--- src/rtl/addsub_pkg.sv ---
// Shared definitions for the pipelined adder/subtractor.
//   MODE_ADD / MODE_SUB : encodings of the k mode input
//   lo_w()              : width of the low (stage-1) half of the adder
//   flags_t             : registered status flags presented at the output
package addsub_pkg;

    localparam logic MODE_ADD = 1'b0;
    localparam logic MODE_SUB = 1'b1;

    function automatic int unsigned lo_w(input int unsigned width);
        return width / 2;
    endfunction

    typedef struct packed {
        logic cout;
        logic ovf;
        logic zero;
        logic neg;
    } flags_t;

endpackage

--- src/rtl/addsub_slice.sv ---
// Combinational W-bit adder slice with carry in and carry out.
// Ports:
//   a, b  [W-1:0]  addends
//   cin            carry in
//   sum   [W-1:0]  a + b + cin, truncated to W bits
//   cout           carry out of the slice
module addsub_slice #(
    parameter int W = 4
) (
    input  logic [W-1:0] a,
    input  logic [W-1:0] b,
    input  logic         cin,
    output logic [W-1:0] sum,
    output logic         cout
);

    always_comb begin
        {cout, sum} = {1'b0, a} + {1'b0, b} + {{W{1'b0}}, cin};
    end

endmodule

--- src/rtl/addsub_pipe.sv ---
// Two-stage pipelined adder/subtractor with valid/ready handshake on both sides.
// Stage 1 adds the low half and registers its carry plus the high operand halves;
// stage 2 adds the high half and registers the result and status flags.
// Ports:
//   clk, rst            clock, synchronous active-high reset
//   in_valid / in_ready operand handshake (a, b, k)
//   a, b [WIDTH-1:0]    operands
//   k                   mode: 0 = a+b, 1 = a-b
//   out_valid/out_ready result handshake
//   s [WIDTH-1:0]       result
//   cout, ovf           raw carry (1 = no borrow on subtract), signed overflow
//   zero, neg           s == 0, s[WIDTH-1]
// Build option: define ADDSUB_SAT_EN to clamp s to signed max/min on overflow.
module addsub_pipe
    import addsub_pkg::*;
#(
    parameter int WIDTH = 8
) (
    input  logic             clk,
    input  logic             rst,
    input  logic             in_valid,
    output logic             in_ready,
    input  logic [WIDTH-1:0] a,
    input  logic [WIDTH-1:0] b,
    input  logic             k,
    output logic             out_valid,
    input  logic             out_ready,
    output logic [WIDTH-1:0] s,
    output logic             cout,
    output logic             ovf,
    output logic             zero,
    output logic             neg
);

    localparam int LO_W = int'(lo_w(WIDTH));
    localparam int HI_W = WIDTH - LO_W;

    typedef struct packed {
        logic [LO_W-1:0] lo_sum;
        logic            lo_c;
        logic [HI_W-1:0] a_hi;
        logic [HI_W-1:0] bx_hi;
    } s1_t;

    logic             s1_valid;
    s1_t              s1_q;
    flags_t           flags_q;

    logic             s2_adv;
    logic             s1_adv;
    logic [WIDTH-1:0] bx;
    logic [LO_W-1:0]  lo_sum;
    logic             lo_c;
    logic [HI_W-1:0]  hi_sum;
    logic             hi_c;
    logic [WIDTH-1:0] raw_s;
    logic             raw_ovf;
    logic [WIDTH-1:0] res_s;

    // Ready propagates backwards combinationally so a full pipe can accept
    // and retire in the same cycle without inserting a bubble.
    assign s2_adv   = !out_valid || out_ready;
    assign s1_adv   = !s1_valid || s2_adv;
    assign in_ready = !rst && s1_adv;

    assign bx = (k == MODE_SUB) ? ~b : b;

    addsub_slice #(.W(LO_W)) u_lo (
        .a    (a[LO_W-1:0]),
        .b    (bx[LO_W-1:0]),
        .cin  (k),
        .sum  (lo_sum),
        .cout (lo_c)
    );

    addsub_slice #(.W(HI_W)) u_hi (
        .a    (s1_q.a_hi),
        .b    (s1_q.bx_hi),
        .cin  (s1_q.lo_c),
        .sum  (hi_sum),
        .cout (hi_c)
    );

    always_comb begin
        raw_s   = {hi_sum, s1_q.lo_sum};
        raw_ovf = (s1_q.a_hi[HI_W-1] == s1_q.bx_hi[HI_W-1]) &&
                  (hi_sum[HI_W-1] != s1_q.a_hi[HI_W-1]);
`ifdef ADDSUB_SAT_EN
        // Overflow direction follows the common operand sign: both negative
        // clamps to signed min, both positive to signed max.
        if (raw_ovf) begin
            res_s = s1_q.a_hi[HI_W-1] ? {1'b1, {(WIDTH-1){1'b0}}}
                                      : {1'b0, {(WIDTH-1){1'b1}}};
        end else begin
            res_s = raw_s;
        end
`else
        res_s = raw_s;
`endif
    end

    always_ff @(posedge clk) begin
        if (rst) begin
            s1_valid  <= 1'b0;
            s1_q      <= '0;
            out_valid <= 1'b0;
            s         <= '0;
            flags_q   <= '0;
        end else begin
            if (s1_adv) begin
                s1_valid <= in_valid;
                if (in_valid) begin
                    s1_q <= '{lo_sum: lo_sum, lo_c: lo_c,
                              a_hi: a[WIDTH-1:LO_W], bx_hi: bx[WIDTH-1:LO_W]};
                end
            end
            if (s2_adv) begin
                out_valid <= s1_valid;
                if (s1_valid) begin
                    s       <= res_s;
                    flags_q <= '{cout: hi_c, ovf: raw_ovf,
                                 zero: (res_s == '0), neg: res_s[WIDTH-1]};
                end
            end
        end
    end

    assign cout = flags_q.cout;
    assign ovf  = flags_q.ovf;
    assign zero = flags_q.zero;
    assign neg  = flags_q.neg;

endmodule
--- config.mk ---
export PLATFORM = sky130hd
export DESIGN_NAME = addsub_pipe
export DESIGN_NICKNAME = d
export VERILOG_FILES = /design/src/rtl/addsub_pkg.sv /design/src/rtl/addsub_slice.sv /design/src/rtl/addsub_pipe.sv
export SDC_FILE = /design/constraint.sdc
export NUM_CORES = 1
export LEC_CHECK = 0
export CAP_MARGIN = 20
export CORE_UTILIZATION = 50
export CTS_CLUSTER_DIAMETER = 60
export DETAILED_ROUTE_END_ITERATION = 6
export PLACE_DENSITY = 0.91
export SYNTH_ARGS = -nofsm -noshare
export SYNTH_HDL_FRONTEND = slang
export SYNTH_HIERARCHICAL = 1
export SYNTH_SLANG_ARGS = --single-unit
--- constraint.sdc ---
create_clock -name clk -period 3 [get_ports clk]
set_input_delay 0.6 -clock clk [delete_from_list [all_inputs] [get_ports clk]]
set_output_delay 0.6 -clock clk [all_outputs]
set_load 0.02 [all_outputs]
==> results.cfg <==
[floorplan]
die-width_um = 55.88
die_area_um2 = 3122
die_h_um = 55.88
num_io_pins = 35
start_util_pct = 52.63
core_area_um2 = 2758
rows = 19

[timing]
fin_crit_ns = 2.694
post-route-period-util_pct = 89.79
rsz0062_at_grt = no
finClkSkew_ns = 0.005558
drv_slew = 0
hold_violations = 0
setup_ws_ns = 0.3062
tightest_slew_ns = 0.5483
relSlewSlack_pct = 63.34
setup_viol = 0
finalSetupTns_ns = 0
max_freq_mhz = 371.2

[clock_tree]
cts_tree = done
clk_pin_slew_worst_paths_ns = 0.14
clk-insertion-delay-late_ns = 0.33
cts_max_path_buffers = 2
cts_sinks = 26
root_buffer = clkbuf_4
numCtsBuffers = 3
post_cts.repair.setup_buffers = 0
cts_resized = 0
htree_levels = 1
hold_buffers = 0

[synth]
synth-seq-area-share_pct = 35.86
yosysTopAreaCellShare_pct = 35.86
netlist_instances = 161
synthDistinctLibCells = 26
avgSynthCellArea_um2 = 9.015
synth_area_leader_cell = dfxtp_1
syn-cell-area_um2 = 1451
synth-seq-cells = 26
synth-edff-count = 0
async_flop_share_pct = 0
yosys-top-cells-area = dfxtp_1 (36%), a21oi_2 (6.6%), a21oi_1 (6.2%)
ys_warn_count = 6
synth_flop_cell = dfxtp_1
syn_nets = 192

[power]
power_w = 0.0008413
vdd_ir_drop_max_mv = 0.5138
leakagePower_nw = 0.6884
p_per_area_nw_per_um2 = 456.8

[global_routing]
gr-total-overflow = 0
grt_pass1_vias = 1171
grt_pass1_wl_um = 5009
antenna_found_initial = 0
use_met1_pct = 21.93
grt.met3_usage_pct = 4.186
top_usage_layer = met2
grt_max_degree = 27
grtUsageMet2_pct = 36.14
grt_usage_pct = 20.40

[final_layout]
layout_common_cells = clkdlybuf4s50_1 (34), dfxtp_1 (26), a21oi_1 (18), nand3_1 (18), o21ai_0 (12)
n_fill_cell = 234
n_antenna_cell = 0
final_net_count = 222
area.growth.synth_to_final_pct = 26.90
seq_area_um2 = 520.5
layout_commonest_cell = clkdlybuf4s50_1
drive_gt1_share_pct = 14.74
multi_input_area_um2 = 822.0

[placed_design]
portBuffers = 34
gp_congestion = 0.8171
place_hpwl_um = 2286
dp_slack_ns = 0.3255

[route]
routed_wl_um = 3060
drt-initial-drc-count = 23
first_pass_iters = 4
vias_per_cell = 5.665
wl_per_cell_um = 13.85
ant_nets = 0
via_count = 1252
drc = 0

[worst_setup_path]
critPathArrivalTime_ns = 2.09
critPathLaunchType = primary input
crit_required_ns = 2.40
crit_type = primary input to output pin
cp-end-kind = output pin
critical_path.max_fanout = 4

[job]
maxCapViolCount = 0

[status]
status = finished, final reports clean

[hold_path]
holdCritPathClass = flip-flop to flip-flop
-- critical path, stage by stage --
cell	delay (ns)
clkdlybuf4s50_1	0.52
and3b_1	0.21
nor2_1	0.14
clkdlybuf4s50_1	0.63
-- logic make-up after synthesis --
| family | synth area share [%] |
|---|---|
| AOI/OAI and AO/OA | 26.12 |
| and+or+nand+nor | 12.59 |
| DFF | 35.86 |
| buffers and inverters | 7.500 |
| xor gates and xnor gates | 7.241 |
| adders and majority gates | 10.69 |
-- area by class of cell --
type | instances | area share, %
Sequential cell | 26 | 28.26
Clock inverter | 1 | 1.630
Tap cell | 31 | 2.106
Multi-Input combinational cell | 112 | 44.63
Clock buffer | 3 | 1.223
Timing Repair Buffer | 38 | 20.11
Inverter | 10 | 2.038
-- cells in the mapped netlist, drive strengths merged, types with 2 or more instances --
master   n
nor2     3
a21oi   29
and3b    2
o21ai   21
nand2b   3
buf     12
dfxtp   26
a21o     2
nor2b    3
nand3   18
inv     10
ha       6
nor4     2
a211oi   4
xnor2    8
xor2     4
fa       4
-- final timing paths --
path | from | to | slack (ns) | depth (start not counted)
max | out_ready | in_ready | 0.31 | 4
max reg2reg | s1_q[4]$_SDFFE_PP0P_ | ovf$_SDFFE_PP0P_ | 1.08 | 7
min | s[0]$_SDFFE_PP0P_ | s[0]$_SDFFE_PP0P_ | 0.49 | 2
min reg2reg | s[0]$_SDFFE_PP0P_ | s[0]$_SDFFE_PP0P_ | 0.49 | 2
-- per-stage QoR --
step | area (µm²) | std cells | hold WS, ns | util (%)
after floorplan | 1451 | 161 | 0.4508 | -
after global placement | 1789 | 217 | 0.4634 | 64.88
final | 1842 | 221 | 0.4932 | 66.79
after global routing | 1842 | 221 | 0.5044 | 66.79
after detailed placement | 1789 | 217 | 0.4716 | 64.88
after CTS | 1842 | 221 | 0.4921 | 66.79
-- per-layer routing --
layer,part of all wire (%),up-vias,wire length (µm)
li1,-,623,-
met1,41,582,1243
met2,53,38,1609
met3,3.8,9,115
met4,3.0,0,93
met5,0,-,0
-- flip-flops by register name, summed over array words and instances (netlist names) --
signal     count
cout           1
out_valid      1
ovf            1
raw_s          4
s              8
s1_q           9
s1_valid       1
zero           1
-- where the power goes --
part	internal, W	switching [W]
clock network	0.000135	0.000109
logic	0.000104	0.000103
registers	0.000369	0.0000212
total	0.000608	0.000233
Power figures use the tool's default switching activity.
